<file path="config.mk">
export PLATFORM = sky130hd
export DESIGN_NAME = core_wb_arbiter
export DESIGN_NICKNAME = d
export VERILOG_FILES = /design/src/rtl/core_bus_pkg.sv /design/src/rtl/wb_watchdog.sv /design/src/rtl/core_wb_arbiter.sv
export SDC_FILE = /design/constraint.sdc
export NUM_CORES = 1
export LEC_CHECK = 0
export ABC_AREA = 1
export ABC_CLOCK_PERIOD_IN_PS = 1400
export CAP_MARGIN = 20
export CORE_AREA = 2 2 109 111
export CTS_BUF_LIST = sky130_fd_sc_hd__clkbuf_8
export DETAILED_ROUTE_END_ITERATION = 10
export DIE_AREA = 0 0 111 113
export MAX_ROUTING_LAYER = met4
export PLACE_DENSITY = 0.65
export SLEW_MARGIN = 10
export SYNTH_ARGS = -nofsm -noshare
export SYNTH_HDL_FRONTEND = slang
export SYNTH_SLANG_ARGS = --single-unit
</file>
<file path="constraint.sdc">
create_clock -name clk_i -period 1.4 [get_ports clk_i]
set_input_delay 0.21 -clock clk_i [delete_from_list [all_inputs] [get_ports clk_i]]
set_output_delay 0.21 -clock clk_i [all_outputs]
set_load 0.1 [all_outputs]
</file>
<file path="src/rtl/core_bus_pkg.sv">
// Shared definitions for the core-side Wishbone arbiter: FSM state encoding,
// one-hot grant values and the fixed byte select for instruction fetches.
package core_bus_pkg;

   typedef enum logic [1:0] {
      ST_IDLE   = 2'd0,
      ST_BUSY_I = 2'd1,
      ST_BUSY_D = 2'd2
   } arb_state_t;

   // grant_o is one-hot {data, instr}
   localparam logic [1:0] GNT_NONE = 2'b00;
   localparam logic [1:0] GNT_I    = 2'b01;
   localparam logic [1:0] GNT_D    = 2'b10;

   // Instruction fetches are always full 32-bit words
   localparam logic [3:0] SEL_WORD = 4'hF;

endpackage

</file>
<file path="src/rtl/wb_watchdog.sv">
// Bus watchdog: counts busy cycles without a slave response and flags the
// cycle on which a transfer must be terminated with a forced error.
// TIMEOUT = 0 disables the watchdog (expired never asserts).
module wb_watchdog #(
   parameter int unsigned TIMEOUT = 255
) (
   input  logic clk_i,
   input  logic rst_i,
   input  logic clear,
   input  logic count,
   output logic expired
);

   localparam int unsigned CW = (TIMEOUT > 0) ? $clog2(TIMEOUT + 1) : 1;
   localparam logic [CW-1:0] LAST_CNT = CW'(TIMEOUT - 1);
   localparam logic [CW-1:0] MAX_CNT  = CW'(TIMEOUT);

   logic [CW-1:0] cnt_q;

   // Saturating busy-cycle counter; clear takes priority over count
   always_ff @(posedge clk_i) begin
      if (!rst_i) begin
         cnt_q <= '0;
      end else if (clear) begin
         cnt_q <= '0;
      end else if (count && (cnt_q != MAX_CNT)) begin
         cnt_q <= cnt_q + 1'b1;
      end
   end

   // Expiry is only meaningful on a counting cycle, so a slave response wins
   always_comb begin
      expired = (TIMEOUT != 0) && count && (cnt_q == LAST_CNT);
   end

endmodule

</file>
<file path="src/rtl/core_wb_arbiter.sv">
// Round-robin arbiter sharing one classic Wishbone bus between the core's
// instruction-fetch and data masters. The grant is held for the whole
// transfer; responses are routed only to the owner, and a watchdog forces
// err on transfers the slave never answers.
module core_wb_arbiter
   import core_bus_pkg::*;
#(
   parameter int unsigned TIMEOUT    = 255,
   parameter bit          DATA_FIRST = 1'b1
) (
   input  logic        clk_i,
   input  logic        rst_i,
   // instruction master
   input  logic        iwb_cyc_i,
   input  logic        iwb_stb_i,
   input  logic [31:0] iwb_addr_i,
   output logic [31:0] iwb_dat_o,
   output logic        iwb_ack_o,
   output logic        iwb_err_o,
   // data master
   input  logic        dwb_cyc_i,
   input  logic        dwb_stb_i,
   input  logic        dwb_we_i,
   input  logic [3:0]  dwb_sel_i,
   input  logic [31:0] dwb_addr_i,
   input  logic [31:0] dwb_dat_i,
   output logic [31:0] dwb_dat_o,
   output logic        dwb_ack_o,
   output logic        dwb_err_o,
   // shared bus
   output logic        wbm_cyc_o,
   output logic        wbm_stb_o,
   output logic        wbm_we_o,
   output logic [3:0]  wbm_sel_o,
   output logic [31:0] wbm_addr_o,
   output logic [31:0] wbm_dat_o,
   input  logic [31:0] wbm_dat_i,
   input  logic        wbm_ack_i,
   input  logic        wbm_err_i,
   output logic [1:0]  grant_o
);

   arb_state_t state_q;
   logic [1:0] grant_q;
   logic       last_d_q;   // 1: data master owned the bus last

   logic i_req, d_req;
   logic busy, owner_cyc, resp;
   logic wd_clear, wd_count, wd_expired;

   // Request decode and watchdog control
   always_comb begin
      i_req     = iwb_cyc_i & iwb_stb_i;
      d_req     = dwb_cyc_i & dwb_stb_i;
      busy      = (state_q == ST_BUSY_I) || (state_q == ST_BUSY_D);
      owner_cyc = ((state_q == ST_BUSY_I) & iwb_cyc_i) |
                  ((state_q == ST_BUSY_D) & dwb_cyc_i);
      resp      = wbm_ack_i | wbm_err_i;
      wd_count  = busy & owner_cyc & ~resp;
      wd_clear  = ~busy | ~owner_cyc | resp | wd_expired;
   end

   wb_watchdog #(
      .TIMEOUT (TIMEOUT)
   ) u_watchdog (
      .clk_i   (clk_i),
      .rst_i   (rst_i),
      .clear   (wd_clear),
      .count   (wd_count),
      .expired (wd_expired)
   );

   // Arbitration FSM with registered grant and round-robin history
   always_ff @(posedge clk_i) begin
      if (!rst_i) begin
         state_q  <= ST_IDLE;
         grant_q  <= GNT_NONE;
         last_d_q <= !DATA_FIRST;
      end else begin
         case (state_q)
            ST_IDLE: begin
               if (i_req && d_req) begin
                  if (last_d_q) begin
                     state_q <= ST_BUSY_I;
                     grant_q <= GNT_I;
                  end else begin
                     state_q <= ST_BUSY_D;
                     grant_q <= GNT_D;
                  end
               end else if (d_req) begin
                  state_q <= ST_BUSY_D;
                  grant_q <= GNT_D;
               end else if (i_req) begin
                  state_q <= ST_BUSY_I;
                  grant_q <= GNT_I;
               end
            end
            ST_BUSY_I: begin
               if (!iwb_cyc_i || resp || wd_expired) begin
                  state_q  <= ST_IDLE;
                  grant_q  <= GNT_NONE;
                  last_d_q <= 1'b0;
               end
            end
            ST_BUSY_D: begin
               if (!dwb_cyc_i || resp || wd_expired) begin
                  state_q  <= ST_IDLE;
                  grant_q  <= GNT_NONE;
                  last_d_q <= 1'b1;
               end
            end
            default: begin
               state_q <= ST_IDLE;
               grant_q <= GNT_NONE;
            end
         endcase
      end
   end

   assign grant_o   = grant_q;
   assign iwb_dat_o = wbm_dat_i;
   assign dwb_dat_o = wbm_dat_i;

   // Bus request mux and response routing to the current owner
   always_comb begin
      wbm_cyc_o  = 1'b0;
      wbm_stb_o  = 1'b0;
      wbm_we_o   = 1'b0;
      wbm_sel_o  = '0;
      wbm_addr_o = '0;
      wbm_dat_o  = '0;
      iwb_ack_o  = 1'b0;
      iwb_err_o  = 1'b0;
      dwb_ack_o  = 1'b0;
      dwb_err_o  = 1'b0;
      case (state_q)
         ST_BUSY_I: begin
            wbm_cyc_o  = iwb_cyc_i;
            wbm_stb_o  = iwb_stb_i;
            wbm_sel_o  = SEL_WORD;
            wbm_addr_o = iwb_addr_i;
            iwb_ack_o  = wbm_ack_i;
            iwb_err_o  = wbm_err_i | wd_expired;
         end
         ST_BUSY_D: begin
            wbm_cyc_o  = dwb_cyc_i;
            wbm_stb_o  = dwb_stb_i;
            wbm_we_o   = dwb_we_i;
            wbm_sel_o  = dwb_sel_i;
            wbm_addr_o = dwb_addr_i;
            wbm_dat_o  = dwb_dat_i;
            dwb_ack_o  = wbm_ack_i;
            dwb_err_o  = wbm_err_i | wd_expired;
         end
         default: ;
      endcase
   end

endmodule

</file>
# Word-level counts from Yosys, hierarchy flattened
# Cells that the tools add are included.
[classes]
addsub = 1
eq_ne = 7
mux = 20
bitwise_logic = 16
n_reduce_logical = 15
[op_table]
columns = ["op", "n"]
rows = [
  ["32-bit one-hot mux with 2 select lines", 1],
  ["32-bit two-way mux", 1],
  ["2-bit two-way mux", 6],
  ["8-bit by 1-bit adder with 8-bit output, second input constant", 1],
  ["8-bit equality test, second input constant", 1],
  ["8-bit != test, second input constant", 1],
  ["4-bit one-hot mux with 2 select lines", 1],
  ["1-bit two-way mux", 7],
  ["1-bit bitwise AND", 6],
  ["1-bit OR", 6],
  ["1-bit one-hot mux with 2 select lines", 3],
  ["2-bit one-hot mux with 3 select lines", 1],
  ["3-bit AND reduction", 2],
  ["1-bit logical OR", 5],
  ["2-bit by 1-bit != test with 1-bit output, second input constant", 2],
  ["4-bit != test, second input constant", 1],
  ["1-bit NOT", 4],
  ["1-bit logical AND", 3],
  ["2-bit by 1-bit equality test with 1-bit output, second input constant", 1],
  ["2-bit equality test, second input constant", 1],
  ["1-bit zero test", 2],
  ["2-bit zero test", 1],
  ["2-bit nonzero test", 1],
  ["2-bit OR reduction", 1],
]
[totals]
ff_bits = 11
input_bits = 141
out_inout_bits = 141
elab_cells = 62

# Logic depth before layout (Yosys ltp)
[depth]
word_depth = 9
mapped_depth = 11
mapped_depth_nobuf = 10

# Hierarchy
# From an unflattened synthesis, not the netlist that was laid out.
[hier_totals]
hier_cells = 368
hier_area_um2 = 1990.7
[modules_own_cells]
columns = ["mod", "n_inst", "cells_per_inst", "area_per_inst_um2", "seq_area_each_um2"]
rows = [
  ["core_wb_arbiter", 1, 302, 1549.0, 60.1],
  ["wb_watchdog", 1, 66, 441.7, 160.2],
]

# Worst setup path after synthesis
# Ideal clock, no wire load.
[synth_timing]
path_type = "reg-to-output"
start = "register grant_o[0] (netlist name)"
end = "output port wbm_addr_o[10]"
arrival_time_ns = 3.388
required_time_ns = 1.190
setup_slack_ns = -2.198
path_stages_with_launch = 7
path_buffers = 2
path_cell_list = "dfxtp_1 -> inv_1 -> ha_1 -> inv_1 -> buf_2 -> buf_2 -> a21oi_1"
[synth_lines]
columns = ["element", "line_no", "source"]
rows = [
  ["to (decl)", "core_wb_arbiter.sv:35", "output logic [31:0] wbm_addr_o,"],
]

==> metrics <==
# DRC=0; synthesized cell area=just over 2000 µm²; class of the worst hold path=primary input to output port; r2r setup slk=-120 ps; Primary FF master, synth=dfxtp_1; sequential fraction of the synthesis area=about 11%; Async SR Flop Fraction=0%; Multi-input gate area=1910 µm²; chip height=~110 µm; capturing point of the worst reg2reg path=grant_o[0]$_SDFFE_PN0P_; failing checks=setup timing; Final Hold Vio Count=0; number of I/O pins=around 280; placed insts=around 640; Detail Placement HPWL=between 8 and 9 mm; status=complete, but fails checks; RSZ-0062 raised after global routing=yes; die area=12500 µm²; power per cell area=between 500 and 600 nW/µm²; Mapped Avg Cell Area=about 5.5 µm²; Worst Skew=slightly above 2 ps; syn_nets=slightly above 500; gr usage total=approximately 16%; Port Buffers=185; Synth warnings=0; largest net degree at the start of global routing=29; CTS tree=built; GP Congestion=roughly 0.93; Least-Margin Pin Slew=approximately 230 ps; Nets=around 670; CP startpoint kind=register; end of the critical path=wbm_sel_o[2]; Synth Register Bits=11; CTS H-tree lvls=1; Static Leak=2.26 nW; wire per inst=between 15 and 20 µm; CP max FO=8; Crit Path Class=register to output port; Critical Path RT=~1200 ps; Max VDD drop=around 410 µV; row count=39; Register Area=228 µm²; Max Root-Sink Buffers=2; Detailed Route Iter0 Violations=70; Post-synth top cells=133 x nand2_1, 65 x buf_4, 53 x inv_1; Pre-Repair DR Iteration Count=4; gr ovfl total=0; Yosys cell types=26; Layout area overhead=197%; crit path from=grant_o[0]$_SDFFE_PN0P_; DRT Wirelength=about 11 mm; Synth top area share=24.7%; max cap viols=0; core region area=around 11000 µm²; reg2reg start=grant_o[1]$_SDFFE_PN0P_; Starting Density=roughly 18%; CTS Buf Count=3; DR vias=roughly 2800; antenna violations before repair=1; R2R depth=8; clock transition at the registers of the reported paths=roughly 50 ps; number of global-route vias before repair=a little under 3000; # fillers=just under 1000; vias per cell=4.24; fmax=543 MHz; CP endpoint kind=output port; Synth area leader=nand2_1; global-route wire length before repair=roughly 16 mm; Worst-Skew Late Latency=about 240 ps; Place WS=-376 ps; CTS root buffer=clkbuf_8; worst setup margin=-441 ps; Sink Count=11; fin cells=664; antenna-violating nets left=0; final period utilization=131%; hold path depth=0; CP arrival=about 1600 ps; largest cells by area after synthesis=nand2_1 25%, buf_4 24%, a21oi_1 11%; Rel. slew slack=84.8%; share of cells above drive strength 1=around 53%; Die X-Extent=111 µm; Post-synth EDFFs=0; cell count after synthesis=approximately 370; top-count cell post-synth=nand2_1; Final Max Tran Viols=0; post-layout min period=roughly 1800 ps; # setup viols final=85
worst min-delay path by stage:
stage | from | to | slack [ps]
after floorplan | rst_i | grant_o[0]$_SDFFE_PN0P_ | 350
after global placement | wbm_dat_i[0] | iwb_dat_o[0] | 420
after detailed placement | wbm_dat_i[0] | iwb_dat_o[0] | 420
after CTS | wbm_dat_i[0] | iwb_dat_o[0] | 420
after global routing | wbm_dat_i[17] | dwb_dat_o[17] | 420
final | wbm_dat_i[19] | iwb_dat_o[19] | 420
sequential cells by signal, indices dropped and copies added, names as in the netlist:
signal and count:
grant_o 2, last_d_q 1, u_watchdog.cnt_q 8
per-stage QoR:
step                      util [%]  hold WS, ps  instance area [µm²]  setup TNS (ps)  total power [W]
after floorplan                  -          351                 2760          -44220          0.00267
after global placement        45.9          421                 5170          -12920          0.00273
after detailed placement      45.9          421                 5170          -14890          0.00275
after CTS                     50.8          421                 5730          -27450          0.00336
after global routing          53.4          420                 6020          -33120          0.00369
final                         53.4          420                 6020          -28010          0.00354
logic make-up after synthesis:
| kind of cell | Yosys count | share of synthesized area (%) |
|---|---|---|
| buf+inv | 134 | 37.2 |
| flops | 11 | 10.9 |
| simple gates | 162 | 34.0 |
| xor+xnor | 3 | 1.30 |
| fa+ha+maj | 5 | 3.09 |
| compound gates | 51 | 13.5 |
per-layer routing:
metal	global-route usage (%)	up-vias	share of wire [%]
met5	-	-	0
met4	2.75	0	1.3
met3	4.18	20	7.7
met2	31.6	130	54
met1	17.2	1317	37
li1	-	1351	-
critical path: stages, from the launching register on:
cell and delay (ps):
dfxtp_4 370, buf_6 100, ha_4 160, buf_12 120
buf_8 120, inv_4 40, buf_6 120, a21oi_4 160
buf_12 190
report_power, final:
group	switching, W	total, W	internal, W
Clock	0.000111	0.000303	0.000192
Sequential	0.0000110	0.000334	0.000323
Combinational	0.00167	0.00291	0.00124
Total	0.00179	0.00354	0.00175
final cells by class:
cell class / count / area share [%]
timing repair buffer: 230 / 54.9
inverter: 54 / 5.88
sequential: 11 / 3.78
tap: 143 / 2.97
clock buffer: 3 / 0.686
antenna: 1 / 0.0416
multi-input combinational: 221 / 31.7
clock inverter: 1 / 0.0624
placed cells by master, fill, tap and decap left out, drive strengths merged:
| cell type | n |
|---|---|
| a21oi | 46 |
| nor2 | 15 |
| nand2 | 139 |
| xor2 | 2 |
| o21bai | 1 |
| nor3 | 1 |
| o21ai | 3 |
| clkbuf | 7 |
| nand4 | 1 |
| a31oi | 1 |
| dfxtp | 11 |
| clkinvlp | 35 |
| nand3 | 6 |
| clkdlybuf4s50 | 108 |
| inv | 19 |
| clkinv | 1 |
| ha | 5 |
| diode | 1 |
| xnor2 | 1 |
| buf | 118 |
timing repair:
| item | in CTS | in global routing |
|---|---|---|
| gates cloned | 5 | 5 |
| setup endpoints to repair | 86 | 86 |
| resized for setup | 83 | 35 |
| setup buffers | 10 | 3 |
| hold buffers | 0 | 0 |
| pin swaps | 18 | 22 |
Note: power is estimated with default switching activity, not from simulation.
